$ cat config.mk
export PLATFORM = sky130hd
export DESIGN_NAME = tcam_apt_update_ctrl_flat
export DESIGN_NICKNAME = d
export VERILOG_FILES = /design/src/rtl/tcam_pkg.sv /design/src/rtl/tcam_apt_update_ctrl_if.sv /design/src/rtl/tcam_subword_match.sv /design/src/rtl/tcam_apt_update_ctrl.sv /design/src/flat_wrapper.sv
export SDC_FILE = /design/constraint.sdc
export NUM_CORES = 1
export LEC_CHECK = 0
export CORE_ASPECT_RATIO = 0.7
export CORE_UTILIZATION = 52
export DETAILED_ROUTE_END_ITERATION = 8
export MAX_ROUTING_LAYER = met4
export PLACE_DENSITY = 0.81
export SLEW_MARGIN = 10
export SYNTH_ARGS = -nofsm -noshare
export SYNTH_HDL_FRONTEND = slang
export SYNTH_SLANG_ARGS = --single-unit
export TNS_END_PERCENT = 10
$ cat constraint.sdc
create_clock -name clk -period 17.3 [get_ports clk]
set_input_delay 3.46 -clock clk [delete_from_list [all_inputs] [get_ports clk]]
set_output_delay 3.46 -clock clk [all_outputs]
set_load 0.02 [all_outputs]
$ cat src/rtl/tcam_pkg.sv
// rtl/tcam_pkg.sv - shared types and sub-word slicing helper for the TCAM APT update path
package tcam_pkg;

  typedef enum logic {
    OP_DELETE = 1'b0,
    OP_INSERT = 1'b1
  } op_e;

  typedef enum logic [1:0] {
    IDLE  = 2'd0,
    SWEEP = 2'd1,
    DONE  = 2'd2
  } state_e;

  localparam int MAX_W = 256;

  // Sub-word j counted from the MSB end; callers truncate the result to sw bits.
  function automatic logic [MAX_W-1:0] subword(input logic [MAX_W-1:0] value,
                                               input int total_w,
                                               input int j,
                                               input int sw);
    logic [MAX_W-1:0] field_mask;
    field_mask = (MAX_W'(1) << sw) - MAX_W'(1);
    return (value >> (total_w - (j + 1) * sw)) & field_mask;
  endfunction

endpackage

$ cat src/rtl/tcam_apt_update_ctrl_if.sv
// rtl/tcam_apt_update_ctrl_if.sv - rule request handshake plus APT column-write bus
interface tcam_apt_update_ctrl_if #(
  parameter int N = 2,
  parameter int W = 32,
  parameter int K = 256
);
  localparam int w  = W / N;
  localparam int IW = $clog2(K);

  logic          i_req_valid;
  logic          o_req_ready;
  logic          i_op;
  logic [IW-1:0] i_idx;
  logic [W-1:0]  i_value;
  logic [W-1:0]  i_mask;
  logic [0:N-1]  o_apt_we;
  logic [w-1:0]  o_apt_addr;
  logic [IW-1:0] o_apt_col;
  logic [0:N-1]  o_apt_bit;

  modport master (
    output i_req_valid, i_op, i_idx, i_value, i_mask,
    input  o_req_ready, o_apt_we, o_apt_addr, o_apt_col, o_apt_bit
  );

  modport slave (
    input  i_req_valid, i_op, i_idx, i_value, i_mask,
    output o_req_ready, o_apt_we, o_apt_addr, o_apt_col, o_apt_bit
  );

endinterface

$ cat src/rtl/tcam_subword_match.sv
// rtl/tcam_subword_match.sv - ternary compare of one APT row address against a rule sub-word
module tcam_subword_match #(
  parameter int w = 16
) (
  input  logic [w-1:0] i_addr,
  input  logic [w-1:0] i_value,
  input  logic [w-1:0] i_mask,
  output logic         o_match
);

  assign o_match = (((i_addr ^ i_value) & ~i_mask) == '0);

endmodule

$ cat src/rtl/tcam_apt_update_ctrl.sv
// rtl/tcam_apt_update_ctrl.sv - sweeps all APT rows to write one rule column across N tables
module tcam_apt_update_ctrl
  import tcam_pkg::*;
#(
  parameter int N = 2,
  parameter int W = 32,
  parameter int K = 256
) (
  input  logic                   clk,
  input  logic                   rst,
  tcam_apt_update_ctrl_if.slave  bus,
  output logic                   o_search_block,
  output logic                   o_done,
  output logic [0:K-1]           o_rule_valid
);

  localparam int w  = W / N;
  localparam int IW = $clog2(K);

  state_e        state_q;
  op_e           op_q;
  logic [w-1:0]  addr_q;
  logic [IW-1:0] idx_q;
  logic [W-1:0]  value_q;
  logic [W-1:0]  mask_q;
  logic          ready_q;
  logic [0:N-1]  we_q;
  logic [0:N-1]  bit_q;
  logic          sb_q;
  logic          done_q;
  logic [0:K-1]  rv_q;

  // Outputs are registered, so the bit for the next row is computed one cycle early.
  logic [w-1:0]  nxt_addr_d;
  logic [W-1:0]  nxt_value_d;
  logic [W-1:0]  nxt_mask_d;
  logic          nxt_insert_d;
  logic [0:N-1]  match;
  logic [0:N-1]  nxt_bits_d;

  always_comb begin
    nxt_addr_d   = addr_q + w'(1);
    nxt_value_d  = value_q;
    nxt_mask_d   = mask_q;
    nxt_insert_d = (op_q == OP_INSERT);
    if (state_q == IDLE) begin
      nxt_addr_d   = '0;
      nxt_value_d  = bus.i_value;
      nxt_mask_d   = bus.i_mask;
      nxt_insert_d = (op_e'(bus.i_op) == OP_INSERT);
    end
  end

  for (genvar j = 0; j < N; j++) begin : g_tbl
    logic [w-1:0] value_j;
    logic [w-1:0] mask_j;
    assign value_j = w'(subword(MAX_W'(nxt_value_d), W, j, w));
    assign mask_j  = w'(subword(MAX_W'(nxt_mask_d), W, j, w));
    tcam_subword_match #(.w(w)) u_match (
      .i_addr  (nxt_addr_d),
      .i_value (value_j),
      .i_mask  (mask_j),
      .o_match (match[j])
    );
  end

  assign nxt_bits_d = nxt_insert_d ? match : '0;

  always_ff @(posedge clk or posedge rst) begin
    if (rst) begin
      state_q <= IDLE;
      op_q    <= OP_DELETE;
      addr_q  <= '0;
      idx_q   <= '0;
      value_q <= '0;
      mask_q  <= '0;
      ready_q <= 1'b0;
      we_q    <= '0;
      bit_q   <= '0;
      sb_q    <= 1'b0;
      done_q  <= 1'b0;
      rv_q    <= '0;
    end else begin
      case (state_q)
        IDLE: begin
          ready_q <= 1'b1;
          done_q  <= 1'b0;
          we_q    <= '0;
          bit_q   <= '0;
          sb_q    <= 1'b0;
          if (bus.i_req_valid && ready_q) begin
            op_q    <= op_e'(bus.i_op);
            idx_q   <= bus.i_idx;
            value_q <= bus.i_value;
            mask_q  <= bus.i_mask;
            ready_q <= 1'b0;
            // Deleting a rule that is not present leaves the tables untouched.
            if (nxt_insert_d || rv_q[bus.i_idx]) begin
              state_q <= SWEEP;
              addr_q  <= '0;
              we_q    <= '1;
              bit_q   <= nxt_bits_d;
              sb_q    <= 1'b1;
            end else begin
              state_q <= DONE;
              done_q  <= 1'b1;
            end
          end
        end
        SWEEP: begin
          if (addr_q == '1) begin
            state_q <= DONE;
            done_q  <= 1'b1;
            we_q    <= '0;
            bit_q   <= '0;
            sb_q    <= 1'b0;
          end else begin
            addr_q <= nxt_addr_d;
            bit_q  <= nxt_bits_d;
          end
        end
        DONE: begin
          state_q      <= IDLE;
          done_q       <= 1'b0;
          ready_q      <= 1'b1;
          rv_q[idx_q]  <= (op_q == OP_INSERT);
        end
        default: begin
          state_q <= IDLE;
        end
      endcase
    end
  end

  assign bus.o_req_ready = ready_q;
  assign bus.o_apt_we    = we_q;
  assign bus.o_apt_addr  = addr_q;
  assign bus.o_apt_col   = idx_q;
  assign bus.o_apt_bit   = bit_q;
  assign o_search_block  = sb_q;
  assign o_done          = done_q;
  assign o_rule_valid    = rv_q;

endmodule

$ cat src/flat_wrapper.sv
// flat-port wrapper written by rule: the top's interface ports become plain ports
module tcam_apt_update_ctrl_flat import tcam_pkg::*;
#(
  parameter int N = 2,
  parameter int W = 32,
  parameter int K = 256
)
  (clk, rst, o_search_block, o_done, o_rule_valid, bus_i_req_valid, bus_i_op, bus_i_idx, bus_i_value, bus_i_mask, bus_o_req_ready, bus_o_apt_we, bus_o_apt_addr, bus_o_apt_col, bus_o_apt_bit);
  tcam_apt_update_ctrl_if #(.N(N), .W(W), .K(K)) bus_i ();
  input  logic clk;
  input  logic rst;
  output logic o_search_block;
  output logic o_done;
  output logic [0:K-1] o_rule_valid;
  input wire logic [$bits(bus_i.i_req_valid)-1:0] bus_i_req_valid;
  input wire logic [$bits(bus_i.i_op)-1:0] bus_i_op;
  input wire logic [$bits(bus_i.i_idx)-1:0] bus_i_idx;
  input wire logic [$bits(bus_i.i_value)-1:0] bus_i_value;
  input wire logic [$bits(bus_i.i_mask)-1:0] bus_i_mask;
  output wire logic [$bits(bus_i.o_req_ready)-1:0] bus_o_req_ready;
  output wire logic [$bits(bus_i.o_apt_we)-1:0] bus_o_apt_we;
  output wire logic [$bits(bus_i.o_apt_addr)-1:0] bus_o_apt_addr;
  output wire logic [$bits(bus_i.o_apt_col)-1:0] bus_o_apt_col;
  output wire logic [$bits(bus_i.o_apt_bit)-1:0] bus_o_apt_bit;
  assign bus_i.i_req_valid = bus_i_req_valid;
  assign bus_i.i_op = bus_i_op;
  assign bus_i.i_idx = bus_i_idx;
  assign bus_i.i_value = bus_i_value;
  assign bus_i.i_mask = bus_i_mask;
  assign bus_o_req_ready = bus_i.o_req_ready;
  assign bus_o_apt_we = bus_i.o_apt_we;
  assign bus_o_apt_addr = bus_i.o_apt_addr;
  assign bus_o_apt_col = bus_i.o_apt_col;
  assign bus_o_apt_bit = bus_i.o_apt_bit;
  tcam_apt_update_ctrl #(.N(N), .W(W), .K(K)) u_core (.clk(clk), .rst(rst), .bus(bus_i), .o_search_block(o_search_block), .o_done(o_done), .o_rule_valid(o_rule_valid));
endmodule
# Word level (Yosys, flattened, before mapping)
# Cells that the tools add are included.
[totals]
ff_bits = 354
latchBits = 0
mem_bits_rw = 0
mem_bits_ro = 0
inputBits = 76
elab_cells = 82
memories = 0
[op_classes]
n_addsub = 1
n_mul = 0
div_mod_pow = 0
magnitude_cmp = 3
n_eq_ne = 7
shift = 0
n_mux = 37
n_bitwise = 8
reduce_logical = 14
[ops]
columns = ["op", "count"]
rows = [
  ["bitwise mux 256 bit", 1],
  ["2-to-1 mux 16 bit", 4],
  ["2-to-1 mux 32 bit", 2],
  ["bitwise AND 16 bit", 2],
  ["zero test 16 bit", 2],
  ["inverter 16 bit", 2],
  ["one-hot mux 16 bit (2 select lines)", 1],
  ["XOR 16 bit", 2],
  ["2-to-1 mux 2 bit", 10],
  [">= comparator 9 bit (second input constant)", 2],
  ["inverter 8 -> 9 bit", 2],
  ["adder 16 x 1 -> 16 bit (second input constant)", 1],
  ["== test 16 bit (second input constant)", 1],
  ["one-hot mux 2 bit (2 select lines)", 3],
  ["2-to-1 mux 1 bit", 11],
  ["less-than comparator 9 x 1 -> 1 bit (second input constant)", 1],
  ["binary-select mux 1 bit (select 8 bit)", 1],
  ["demux 1 bit (select 8 bit)", 1],
  ["AND reduction 2 bit", 4],
  ["!= test 2 bit (second input constant)", 3],
  ["one-hot mux 1 bit (2 select lines)", 2],
  ["AND reduction 4 bit", 1],
  ["nonzero test 2 bit", 2],
  ["one-hot mux 1 bit (3 select lines)", 1],
  ["7 further kinds", 8],
]

# Logic depth before layout (Yosys ltp)
# Gate-level depths: netlist (run 1).
[logic_depth]
ltp_word = 9
mapped_depth = 13
ltp_nobuf = 9

# Cells and area by module
# A second synthesis (run 1) with hierarchy kept.
[hier_totals]
hier_cells = 1574
area_unflattened_um2 = 18527.8
[by_module_without_submodules]
columns = ["module", "instances", "cells_each", "area_per_inst_um2", "seq_area_each_um2"]
rows = [
  ["tcam_apt_update_ctrl", 1, 1520, 18109.9, 8808.4],
  ["tcam_subword_match", 2, 27, 209.0, 0.0],
]

# Least setup slack after synthesis (run 1)
# Ideal clock, no wire load.
[synth_timing]
path_type = "input -> register"
from = "in bus_i_idx[4]"
to = "reg u_core.addr_q[4] (netlist: u_core.bus.o_apt_addr[4])"
setup_time_ns = 0.066
arrival_ns = 5.758
setup_slack_ns = 11.476
cell_stages = 11
path_buffers = 3
path_cell_list = "clkbuf_1 > clkbuf_1 > mux4_2 > a22oi_1 > a21oi_1 > a2111o_1 > o41ai_1 > o21ai_1 > o21bai_2 > buf_4 > a22o_1"
[synth_between]
elab_chain_cells = 7
[synth_rtl]
columns = ["element", "line_no", "rtl"]
rows = [
  ["start: declaration", "flat_wrapper.sv:17", "input wire logic [$bits(bus_i.i_idx)-1:0] bus_i_idx;"],
  ["inverter 8 -> 9 bit (implied by the code)", "tcam_apt_update_ctrl.sv:98", "if (nxt_insert_d || rv_q[bus.i_idx]) begin"],
  ["binary-select mux 1 bit (select 8 bit)", "tcam_apt_update_ctrl.sv:98", ""],
  ["2-to-1 mux 1 bit (implied by the code) (2 in series)", "tcam_apt_update_ctrl.sv:98", ""],
  ["logical OR 1 bit", "tcam_apt_update_ctrl.sv:98", ""],
  ["!= test 2 bit (no line)", "-", ""],
  ["AND reduction 4 bit (no line)", "-", ""],
  ["end signal: assignment", "tcam_apt_update_ctrl.sv:118", "addr_q <= nxt_addr_d;"],
  ["end: declaration", "tcam_apt_update_ctrl.sv:22", "logic [w-1:0] addr_q;"],
]
# No other way between the ends. The select of a mux whose other input is x is not followed.
# A chain may end at the register's enable or synchronous reset.

# Worst setup path after layout (run 1)
[layout_timing]
from = "in bus_i_idx[2]"
to = "reg u_core.addr_q[0] (netlist: u_core.bus.o_apt_addr[0])"
# The elaborated chain is that of the path after synthesis.

==> run metrics, run 1 <==
status=completed; Cells after Synth=1558; # nets final=1962; Critical Path RT=17770 ps; total gr overflow=0; ANT nets after route=0; max_cap viols=0; Logic pwr share=0.372; CTS tree=built; Area Growth Syn to Fin=29.6%; final period utilization=0.388; Hold Fails Final Rpt=0; vias in the first global route=14.3k; post-cts resize count=0; first-pass GRT wire length=90100 µm; RSZ-0062 raised after global routing=false; post-synth top area share=0.494; Hold WC Path Type=register to register; Yosys cell types=61; Core ar.=33600 µm²; family with the most delay on the worst path=compound AO/OA/AOI/OAI gates; Root Buffer Master=clkbuf_16; total CTS buffers=36; worst relative slew slack=0.182; Post-Route Utilization=0.688; CP max stage delay=700 ps; WP buf/inv=2; die footprint=35100 µm²; Avg Cell Area, Syn=11.5 µm²; crit path DAT=7180 ps; share of post-route cells with drive strength above 1=0.245; Worst Setup End Kind=register; crit path cell chain=buf_4 > buf_4 > mux4_2 > a22oi_1 > a21oi_1 > o41ai_1 > o21ai_1 > o21bai_2 > mux2_2; CP most frequent cell=buf_4; Tmin final=6710 ps; Fin Clk Skew=28.0 ps; DP Wirelength=42300 µm; maximum vdd drop=0.0871 mV; Max Clk Rate=149 MHz; worst skew pair latency=540 ps; cell taking the most area after synthesis=dfrtp_1; Reg power frac=0.378; fin. max-slew vios=0; Setup Fix Bufs, Post-CTS=0; Die W=223 µm; cell area after synthesis=17800 µm²; FF+latch count, synth=352; largest net degree at the start of global routing=144; Synthesized Nets=1639; antenna diode count=0; DRT iter0 DRCs=1728; DR vias/cell=6.16; ys async rst share=1.00; antenna violations before repair=0; pre-CTS setup slack=10120 ps; Via Count=14.4k; Initial Util=0.531; most common cell in the synthesized netlist=dfrtp_1; Most used DFF post-synth=dfrtp_1; GRT Resource Usage Total=0.354; Int Pwr=2.15 mW; sequential-to-total area share from yosys stat=0.494; type of the worst setup path=input pin to register; clock slew at reported path FFs=60 ps; router iterations before antenna repair=6; Setup WS post-layout=10590 ps; H-tree depth=2; final setup fails=0; ranking of synthesized cells by area=dfrtp_1, mux2_2, mux4_2; Lkg Pwr=10.1 nW; P_sw=1.29 mW; Port Buf Inserts=362; clock buffer depth=3; Crit Path Max Fanout=48; clock sink total=352; IO Count=363; setup TNS after final layout=0 ps; most frequent cells after synthesis=dfrtp_1, nand2_1, mux2_2; drt wl/cell=25.6 µm; # rows=56; Sw Ratio=0.375; Die Ht=157 µm; smallest hold slack=489 ps; # hold bufs at CTS=0; Placer Congestion=0.972; CP Launch Type=input pin; Critical-path top delay cell=buf_4; Clock power frac=0.249; worst slew pin tran=1220 ps; number of remaining DRC errors=0; synth warn=0; Routed WL=60100 µm; PD cells=149 nW/µm²; Design Power=3.44 mW; Post-synth EDFFs=0
-- placed cells by master, fill, tap and decap left out, types with 19 or more instances in the layout --
cell type and count:
clkdlybuf4s50_1 359, dfrtp_1 351, nor3_1 20, buf_4 38, xnor2_1 28, mux2_2 301, mux2i_1 35, clkbuf_16 37
o21ai_0 45, nor2_1 36, o22ai_1 19, inv_1 37, nand2_1 316, mux4_2 55
-- final cells by class --
type,instances,area (µm²)
Inverter,39,154
Fill cell,2437,10500
Sequential cell,352,8810
Tap cell,435,544
Clock buffer,48,1030
Multi-Input combinational cell,1054,8430
Timing Repair Buffer,398,3880
Clock inverter,18,275
-- through the flow --
| step | cell area [µm²] | std cells |
|---|---|---|
| CTS | 23100 | 2344 |
| global route | 23100 | 2344 |
| finish | 23100 | 2344 |
| floorplan | 17800 | 1558 |
| global placement | 21800 | 2278 |
| detailed placement | 21800 | 2278 |
-- worst reg2reg max path, delay by kind of cell, from the launching register on --
| kind | cells | cell delay, ps |
|---|---|---|
| simple gates | 1 | 190 |
| compound gates | 3 | 1480 |
| mux | 3 | 1250 |
| flops | 1 | 440 |
-- routing by layer --
metal | wire length, µm | GRT usage | vias to the layer above
met5 | 0 | - | -
met2 | 26300 | 0.498 | 869
met4 | 2070 | 0.114 | 0
li1 | - | - | 6129
met1 | 24600 | 0.491 | 7299
met3 | 7170 | 0.105 | 133
-- registers in the layout, indices dropped and copies added, names as in the netlist, 2 cells and up --
name and count:
u_core.state_q 2, u_core.bus.o_apt_addr 16, u_core.mask_q 32, u_core.value_q 32
u_core.bus.o_apt_bit 2, u_core.bus.o_apt_col 8, u_core.o_rule_valid 256
-- logic make-up after synthesis --
family,synth area share
buffers and inverters,0.0351
AO/OA/AOI/OAI,0.0548
AND/OR/NAND/NOR,0.114
multiplexers,0.279
flip-flops,0.494
XOR/XNOR,0.0205
adder cells (fa/ha/maj),0.00351
-- power by group through the flow --
stage	Combinational, mW	Clock, mW	Sequential [mW]
after floorplan	0.590	0	1.38
after global placement	1.24	0	1.29
after detailed placement	1.26	0	1.30
after CTS	1.27	0.866	1.29
after global routing	1.35	0.902	1.33
final	1.28	0.859	1.30
-- worst paths after layout --
kind	start	endpoint	slack, ps	cells after the start
max in group asynchronous	rst	u_core.o_rule_valid[135]	11380	4
setup reg to reg	u_core.o_rule_valid[209]	u_core.bus.o_apt_addr[0]	13870	7
setup / recovery	bus_i_idx[2]	u_core.bus.o_apt_addr[0]	10590	9
hold reg to reg	u_core.mask_q[4]	u_core.mask_q[4]	490	2
hold / removal	u_core.mask_q[4]	u_core.mask_q[4]	490	2
min in group asynchronous	rst	u_core.o_rule_valid[243]	3480	2
Power figures use the tool's default switching activity.
==> run 2: changes to the inputs <==
==> constraint.sdc (replaced) <==
create_clock -name clk -period 6.9 [get_ports clk]
set_input_delay 1.38 -clock clk [delete_from_list [all_inputs] [get_ports clk]]
set_output_delay 1.38 -clock clk [all_outputs]
set_load 0.02 [all_outputs]
==> run metrics, run 2 (synthesis results as in run 1) <==
status=completed; Setup Fix Bufs, Post-CTS=0 (unchanged); Tmin final=4520 ps; Crit Path Max Fanout=16 (-67%); Fill cells=2444 (+0.29%); met3 GRT Util=0.106 (+0.000933); smallest hold slack=489 ps (-0.0410 ps); total CTS buffers=37 (+2.8%); total gr overflow=0 (unchanged); crit path DAT=4980 ps (-2200 ps); Die Ht=157 µm (unchanged); largest net degree at the start of global routing=112 (-22%); vias in the first global route=14.1k (-1.7%); M1 GR Usage=0.498 (+0.00688); router iterations before antenna repair=5 (-1); DR vias/cell=6.15 (about the same); share of post-route cells with drive strength above 1=0.246 (+0.000653); Area Growth Syn to Fin=29.8%; worst skew pair latency=540 ps (about the same); commonest non-fill, non-tap cell in the layout=clkdlybuf4s50_1; Lkg Pwr=10.1 nW (about the same); Hold WC Path Type=register to register; final setup fails=0 (unchanged); maximum vdd drop=0.242 mV (+180%); type of the worst setup path=input pin to register; Port Buf Inserts=362 (unchanged); DP Wirelength=42800 µm (+1.2%); Routed WL=61200 µm (+1.8%); max_cap viols=0 (unchanged); Fin Clk Skew=21.1 ps (-6.90 ps); H-tree depth=2 (unchanged); R2R Path Start=u_core.bus.o_apt_addr[0]; Core ar.=33600 µm² (unchanged); fin. max-slew vios=0 (unchanged); Hold Path Origin=u_core.mask_q[4]; Initial Util=0.531 (unchanged); Via Count=14.4k (-0.049%); PD cells=373 nW/µm² (+150%); Setup crit start=bus_i_idx[7]; Max Clk Rate=221 MHz; first-pass GRT wire length=90100 µm (about the same); post-cts resize count=0 (unchanged); worst slew pin tran=1210 ps (-13.3 ps); max reg flops=256 (unchanged); # rows=56 (unchanged); antenna violations before repair=2 (+2); Placer Congestion=0.955 (-1.7%); DRT iter0 DRCs=1736 (+0.46%); # nets final=1965 (+0.15%); # hold bufs at CTS=0 (unchanged); GR peak layer=met2; most frequent cells in the layout=clkdlybuf4s50_1, dfrtp_1, nand2_1; die footprint=35100 µm² (unchanged); grt met2 use=0.500 (+0.00193); drt wl/cell=26.1 µm (+1.8%); Root Buffer Master=clkbuf_16; Hold Fails Final Rpt=0 (unchanged); clock sink total=352 (unchanged); setup TNS after final layout=0 ps (unchanged); GRT Resource Usage Total=0.358 (+0.00401); Critical Path RT=7360 ps (-10410 ps); CP Launch Type=input pin; RSZ-0062 raised after global routing=false; worst relative slew slack=0.191 (+0.00889); clock slew at reported path FFs=60 ps (about the same); CTS tree=built; Worst Setup End Kind=register; ANT nets after route=0 (unchanged); number of remaining DRC errors=0 (unchanged); final period utilization=0.655; Die W=223 µm (unchanged); clock buffer depth=3 (unchanged); IO Count=363 (unchanged)
==> run 2: cell types whose count changed in the layout (fill, tap and decap cells not counted), sizes merged <==
cell    delta
clkinv     -2
inv        -2
buf        +2
clkbuf     +3
diode      +2
bufinv     -2
==> run 2: worst paths after layout <==
path | slack (ps) | to | cells after the start
setup reg to reg | 3480 | u_core.bus.o_apt_bit[1] | 9
hold reg to reg | 490 | u_core.mask_q[4] | 2
max in group asynchronous | 3890 | u_core.o_rule_valid[43] | 4
min in group asynchronous | 1180 | u_core.o_rule_valid[84] | 2
hold / removal | 490 | u_core.mask_q[4] | 2
setup / recovery | 2380 | u_core.bus.o_apt_addr[0] | 9
==> run 2: layout make-up <==
class	instances	area (µm²)	share of cell area
diodes	2	5.00	0.000216
clock buffers	51	1100	0.0475
clock inverters	12	204	0.00881
inverters	39	150	0.00648
multi-input cells	1054	8430	0.364
flip-flops and latches	352	8810	0.380
well taps	435	544	0.0235
repair buffers	400	3910	0.169
==> run 2: worst max-delay path, cell delays in order <==
cell	delay, ps
clkdlybuf4s50_1	910
clkinv_1	530
a2111oi_0	410
o211ai_1	150
and4b_1	230
nand4_1	180
o21ai_1	210
o21bai_2	680
mux2_2	280
==> run 2: per-stage QoR <==
step / util / cell area, µm² / total power, mW / instances / setup slack [ps]
6_report: 0.689 / 23200 / 8.64 / 2345 / 2380
5_1_grt: 0.689 / 23200 / 8.95 / 2345 / 2250
4_1_cts: 0.688 / 23100 / 8.59 / 2343 / 2510
3_5_place_dp: 0.649 / 21800 / 6.43 / 2280 / 1960
3_3_place_gp: 0.649 / 21800 / 6.34 / 2280 / 2000
2_1_floorplan: - / 17800 / 4.93 / 1558 / 806
==> run 2: power by group <==
| part | internal, mW | switching [mW] | total (mW) |
|---|---|---|---|
| sequential | 2.63 | 0.634 | 3.26 |
| combinational | 1.46 | 1.76 | 3.22 |
| clock | 1.30 | 0.858 | 2.16 |
==> run 2: per-layer routing <==
metal	routed length [µm]	share of wire
met5	0	0
met4	2080	0.034
met3	7020	0.11
met2	26700	0.44
met1	25400	0.41
